### src/rtl/bcd_pkg.sv
// bcd_pkg: shared FSM state type and BCD constants for the binary-to-BCD converter
package bcd_pkg;
  typedef enum logic [1:0] {IDLE, SHIFT, DONE} state_t;
  localparam logic [3:0] BCD_BLANK      = 4'hF;
  localparam logic [3:0] BCD_ADJ_THRESH = 4'd5;
endpackage

### src/rtl/bcd_digit_adj.sv
// bcd_digit_adj: double-dabble digit correction, adds 3 when the digit is 5 or more
//   din  [3:0] scratch BCD digit before the shift
//   dout [3:0] corrected digit (4-bit wrap, no carry out)
module bcd_digit_adj
  import bcd_pkg::*;
(
  input  logic [3:0] din,
  output logic [3:0] dout
);
  always_comb dout = din >= BCD_ADJ_THRESH ? din + 4'd3 : din;
endmodule

### src/rtl/bin_to_bcd_seq.sv
// bin_to_bcd_seq: iterative double-dabble binary-to-BCD converter feeding seven-segment decoders
//   clk, rst            clock, synchronous active-high reset
//   start, value        conversion request (taken in IDLE) and WIDTH-bit operand
//   busy, done          conversion in progress, one-cycle result strobe
//   bcd, overflow       DIGITS BCD codes (digit 0 = ones), value too large flag
//   Optional macro BCD_LEADING_BLANK_EN: leading zero digits above digit 0 become 4'hF.
module bin_to_bcd_seq
  import bcd_pkg::*;
#(
  parameter int WIDTH  = 16,
  parameter int DIGITS = 5
) (
  input  logic                clk,
  input  logic                rst,
  input  logic                start,
  input  logic [WIDTH-1:0]    value,
  output logic                busy,
  output logic                done,
  output logic [4*DIGITS-1:0] bcd,
  output logic                overflow
);
  localparam int CW = $clog2(WIDTH + 1);
  localparam int BW = 4 * DIGITS;
  state_t state, state_n;
  logic [WIDTH-1:0] bin;
  logic [BW-1:0] scratch, adj, fin_bcd;
  logic [CW-1:0] cnt;
  logic sticky, cap, shift_en, fin, last;
  for (genvar i = 0; i < DIGITS; i++) begin : g_adj
    bcd_digit_adj u_adj (.din(scratch[4*i +: 4]), .dout(adj[4*i +: 4]));
  end
  assign last = cnt == CW'(WIDTH - 1);
  assign busy = state != IDLE;
  always_ff @(posedge clk) state <= rst ? IDLE : state_n;
  always_comb begin
    state_n = state == IDLE  ? (start ? SHIFT : IDLE) :
              state == SHIFT ? (last ? DONE : SHIFT) : IDLE;
  end
  always_comb begin
    cap      = state == IDLE && start;
    shift_en = state == SHIFT;
    fin      = state == DONE;
  end
`ifdef BCD_LEADING_BLANK_EN
  logic seen;
  always_comb begin
    fin_bcd = scratch;
    seen    = 1'b0;
    for (int i = DIGITS - 1; i > 0; i--) begin
      seen = seen | (scratch[4*i +: 4] != 4'd0);
      fin_bcd[4*i +: 4] = seen ? scratch[4*i +: 4] : BCD_BLANK;
    end
  end
`else
  always_comb fin_bcd = scratch;
`endif
  // The bit leaving the top digit after correction marks a value beyond DIGITS decimal digits.
  always_ff @(posedge clk) begin
    if (rst) begin
      bin      <= '0;
      scratch  <= '0;
      cnt      <= '0;
      sticky   <= 1'b0;
      bcd      <= '0;
      overflow <= 1'b0;
      done     <= 1'b0;
    end else begin
      done <= fin;
      if (cap) begin
        bin     <= value;
        scratch <= '0;
        cnt     <= '0;
        sticky  <= 1'b0;
      end
      if (shift_en) begin
        scratch <= {adj[BW-2:0], bin[WIDTH-1]};
        bin     <= bin << 1;
        cnt     <= cnt + 1'b1;
        sticky  <= sticky | adj[BW-1];
      end
      if (fin) begin
        bcd      <= sticky ? {DIGITS{BCD_BLANK}} : fin_bcd;
        overflow <= sticky;
      end
    end
  end
endmodule

### config.mk
export PLATFORM = sky130hd
export DESIGN_NAME = bin_to_bcd_seq
export DESIGN_NICKNAME = d
export VERILOG_FILES = /design/src/rtl/bcd_pkg.sv /design/src/rtl/bcd_digit_adj.sv /design/src/rtl/bin_to_bcd_seq.sv
export SDC_FILE = /design/constraint.sdc
export NUM_CORES = 1
export LEC_CHECK = 0
export CAP_MARGIN = 20
export CORE_UTILIZATION = 59
export DETAILED_ROUTE_END_ITERATION = 10
export GPL_ROUTABILITY_DRIVEN = 1
export HOLD_SLACK_MARGIN = 0.1
export PLACE_DENSITY = 0.85
export SETUP_SLACK_MARGIN = 0.5
export SLEW_MARGIN = 20
export SYNTH_ARGS = -nofsm -noshare
export SYNTH_HDL_FRONTEND = slang
export SYNTH_SLANG_ARGS = --single-unit
### constraint.sdc
create_clock -name clk -period 2.95 [get_ports clk]
set_input_delay 0.4425 -clock clk [delete_from_list [all_inputs] [get_ports clk]]
set_output_delay 0.4425 -clock clk [all_outputs]
set_load 0.005 [all_outputs]
# Word-level counts from Yosys, hierarchy flattened
# Cells that the tools add are included.
# totals
register_bits,66
latch_bits,0
mem_bits_rw,0
rom_bits,0
in_bits,19
output_inout_bits,23
wordCells,47
memories,0
# op_classes
n_addsub,6
mul,0
div,0
n_lt_le_gt_ge,5
eq_ne,3
shift,0
muxes,18
bitwise,1
reduce_logical,5
# ops
op,count
20-bit two-way mux,3
16-bit two-way mux,2
4-bit by 2-bit adder with 4-bit output (second input constant),5
4-bit by 3-bit >= comparator with 1-bit output (second input constant),5
4-bit two-way mux,5
5-bit two-way mux,2
2-bit two-way mux,3
5-bit by 1-bit adder with 5-bit output (second input constant),1
5-bit by 4-bit equality test with 1-bit output (second input constant),1
2-bit nonzero test,2
1-bit two-way mux,3
2-bit by 1-bit equality test with 1-bit output (second input constant),1
2-bit equality test (second input constant),1
2-bit zero test,1
2-bit OR reduction,1
1-bit logical AND,1
1-bit bitwise OR,1

# Depth between registers and ports, before layout
# logic_depth
ltp_word,4
depth_mapped,6
mapped_depth_nobuf,5

# By module
# Synthesis repeated with hierarchy kept, for this count alone.
# hier_totals
hier_cells,366
hier_area_um2,3096.7
# by_module_without_submodules
module,n_inst,cells_each,area_each_um2,seq_area_each_um2
bin_to_bcd_seq,1,286,2590.0,1321.3
bcd_digit_adj,5,16,101.3,0.0

# Worst setup path after synthesis
# Ideal clock, no wire load.
# synth_path
path_type,reg-to-reg
startpoint,"register scratch[16], in the netlist fin_bcd[16]"
endpoint,register sticky
setup_time_ns,0.075
arrival_time_ns,1.399
required_time_ns,2.875
slack_ns,1.477
stages_incl_launch_ff,6
n_path_buf,0
synth_period_minus_slack_ns,1.473
path_cell_list,dfxtp_1 > inv_1 > ha_1 > nor2b_1 > or4_1 > a31oi_1
# synth_via
elab_chain_cells,4
elab_cells_between_ends,5
classes_between,add/sub (1); order compare (1); mux (2); bitwise (1)
# synth_lines
element,line,rtl
from (decl),bin_to_bcd_seq.sv:26,"logic [BW-1:0] scratch, adj, fin_bcd;"
from (signal assigned),bin_to_bcd_seq.sv:76,"scratch <= {adj[BW-2:0], bin[WIDTH-1]};"
4-bit by 2-bit adder with 4-bit output or 4-bit by 3-bit >= comparator with 1-bit output (tied branches),bcd_digit_adj.sv:10,always_comb dout = din >= BCD_ADJ_THRESH ? din + 4'd3 : din;
4-bit two-way mux (*),bcd_digit_adj.sv:10,
1-bit bitwise OR (*),bin_to_bcd_seq.sv:79,sticky <= sticky | adj[BW-1];
1-bit two-way mux (*),bin_to_bcd_seq.sv:75,if (shift_en) begin
to (signal assigned),bin_to_bcd_seq.sv:79,
to (decl),bin_to_bcd_seq.sv:28,"logic sticky, cap, shift_en, fin, last;"
# Every way passes the cells marked *; elsewhere a longest branch is shown, timed or not.
# A chain may end at the register's enable or synchronous reset.

# Worst setup path after layout
# layout_path
startpoint,register state[0]
endpoint,output port busy
# layout_via
elab_chain_cells,1
# layout_lines
element,line,rtl
from (decl),bin_to_bcd_seq.sv:24,"state_t state, state_n;"
from (signal assigned),bin_to_bcd_seq.sv:34,always_ff @(posedge clk) state <= rst ? IDLE : state_n;
2-bit nonzero test,bin_to_bcd_seq.sv:33,assign busy = state != IDLE;
to (decl),bin_to_bcd_seq.sv:17,"output logic busy,"
# No other way between the ends.

==> results.json <==
{
  "r2r-start": "state[1]",
  "vias": 2847,
  "finalSetupViolCount": 0,
  "synth.net_count": 405,
  "drc_errors": 0,
  "nets": 436,
  "clk_pin_slew_worst_paths_ns": 0.07,
  "cp-start-kind": "register",
  "layout-drive-gt1-share_pct": 5.88,
  "cts_buffer_depth": 2,
  "power_density_nw_per_um2": 497,
  "drt_iter0_markers": 241,
  "end_kind": "primary output",
  "worstSetupStartpoint": "state[0]",
  "post-route-period-util_pct": 78.9,
  "rsz0062_at_grt": "false",
  "dieWidth_um": 74.6,
  "final_core_util_pct": 72.8,
  "rows": 26,
  "p_leak_uw": 0.00126,
  "relSlewSlack_pct": 42.8,
  "status": "finished clean",
  "synth_area_leaders": "dfxtp_1 42%, nor3_1 6.4%, ha_1 4.8%",
  "path_max_fanout": 17,
  "synth-seq-cells": 66,
  "crit_path_top_delay_cell": "dfxtp_1",
  "hold_viol_final": 0,
  "synth_cells": 374,
  "cts_tree": "yes",
  "antennaDiodeCount": 0,
  "ant_nets": 0,
  "cts_hold_buf": 0,
  "worstMarginPinSlew_ns": 0.859,
  "synth_most_common_cell": "dfxtp_1",
  "boundaryPins": 42,
  "fin_ws_ns": 0.622,
  "ir_worst_vdd_v": 0.000370,
  "min_path_type": "reg -> reg",
  "cpPeakStageDelay_ns": 0.56,
  "cts_made_buffers": 9,
  "htreeDepth": 3,
  "post_drt_wl_per_cell_um": 14.7,
  "overflow": 0,
  "ys.flop_type": "dfxtp_1",
  "clk-insertion-delay-late_ns": 0.35,
  "arrival_ns": 1.89,
  "period_minus_slack_ns": 2.33,
  "stdcell_count": 478,
  "hp-start": "overflow",
  "dp.cells": 464,
  "netlist_area_um2": 3110,
  "drt_pass1_iterations": 4,
  "dp_hpwl_mm": 4.59,
  "fin_area_um2": 3720,
  "root_buffer": "clkbuf_8",
  "skew_ns": 0.00940,
  "worst-r2r-cell-count": 3,
  "max_cap_violations": 0,
  "crit_required_ns": 2.51,
  "clock.fmax_ghz": 0.430,
  "grt_pass1_vias": 2531,
  "synthDistinctLibCells": 41,
  "ctsResizeCount": 0,
  "drt_wl_total_mm": 7.03,
  "postCtsSetupBuffers": 0,
  "cts_sinks": 66,
  "initial_core_util_pct": 61.0,
  "path_cells": "buf_4 > nor2_1 > inv_1 > clkdlybuf4s50_1",
  "slew_viol_final": 0,
  "synth-edff-count": 0,
  "core_um2": 5110,
  "viasPerCell": 5.96,
  "whs_path_depth": 2,
  "yosys_warnings": 0,
  "dpl_worst_slack_ns": 0.745,
  "setup.worst_path.class": "reg -> out",
  "placed_area_um2": 3530,
  "finalSetupTns_ns": 0,
  "io_buffers": 41,
  "synth_top_area_cell": "dfxtp_1",
  "synthToLayoutAreaGrowth_pct": 19.4,
  "gp_congestion": 0.820,
  "netlist_top_cells_count": "66 x dfxtp_1, 40 x nor3_1, 39 x nor2_1, 28 x o21ai_0, 26 x inv_1",
  "synth_top_cell_area_share_pct": 42.4,
  "die_h_um": 74.6,
  "grt_pass1_wl_mm": 11.5,
  "antenna_found_initial": 0,
  "yosysSeqAreaShare_pct": 42.4,
  "die-area_um2": 5570,
  "syn_area_per_cell_um2": 8.32,
  "track_usage_pct": 27.1,
  "ys_async_sr_fraction_pct": 0,
  "grt_max_degree": 35
}
cells in the final DEF (no fill, tap or decap), types with 6 or more instances in the layout:
master and count:
clkdlybuf4s50_1 41, nor3_1 40, o2bb2ai_1 12, inv_1 26
buf_4 6, ha_1 12, nand2_1 8, dfxtp_1 66
o2111ai_1 10, o211ai_1 10, nand3_1 21, nor2_1 39
nand2b_1 7, nor2b_1 6, clkbuf_8 11, o21ai_0 28
a21oi_1 22
metrics by stage:
stage               power (µW)  hold WS, ns
floorplan                 1050        0.443
global placement          1100        0.444
detailed placement        1100        0.448
CTS                       1850        0.459
global route              1900        0.492
finish                    1850        0.453
worst paths after layout:
kind | endpoint | slack, ns
hold reg to reg | overflow | 0.45
hold / removal | overflow | 0.45
setup reg to reg | bcd[19] | 1.14
setup / recovery | busy | 0.62
area by class of cell:
| cell class | count | area (µm²) |
|---|---|---|
| multi-input cells | 255 | 1560 |
| repair buffers | 47 | 455 |
| inverters | 26 | 97.6 |
| clock buffers | 11 | 151 |
| fillers | 402 | 1390 |
| clock inverters | 3 | 40.0 |
| well taps | 70 | 87.6 |
| flip-flops and latches | 66 | 1320 |
worst max-delay path: cells and delay by family, from the launching register on:
family / cells / cell delay [ns]
buf+inv: 3 / 0.89
flops: 1 / 0.56
simple gates: 1 / 0.08
cells by family (layout without fill, tap and decap cells):
| kind of cell | Yosys count | in the layout | share of synthesized area, % |
|---|---|---|---|
| AND/OR/NAND/NOR | 135 | 135 | 21.9 |
| adder cells (fa/ha/maj) | 12 | 12 | 4.82 |
| AO/OA/AOI/OAI | 103 | 103 | 22.1 |
| buffers and inverters | 53 | 87 | 7.32 |
| XOR/XNOR | 4 | 4 | 1.13 |
| multiplexers | 1 | 1 | 0.322 |
| flip-flops | 66 | 66 | 42.4 |
state kept, by name, summed over array words and instances, names as in the netlist:
register and flops:
bcd 20, fin_bcd 20, bin 16, cnt 5
state 2, done 1, overflow 1, sticky 1
routing by layer:
metal  vias to the layer above  share of wire (%)  global-route usage [%]
li1                       1400                  -                       -
met1                      1350                 45                    34.4
met2                        75                 49                    44.1
met3                        22                4.2                    6.29
met4                         0                2.4                    11.7
met5                         -                  0                       0
power breakdown:
group / internal [µW] / leakage [µW] / total (µW) / switching [µW]
Combinational: 67.0 / 0.000619 / 155 / 87.7
Sequential: 915 / 0.000536 / 932 / 16.5
Clock: 424 / 0.000101 / 759 / 335
Total: 1410 / 0.00126 / 1850 / 439
Power figures use the tool's default switching activity.
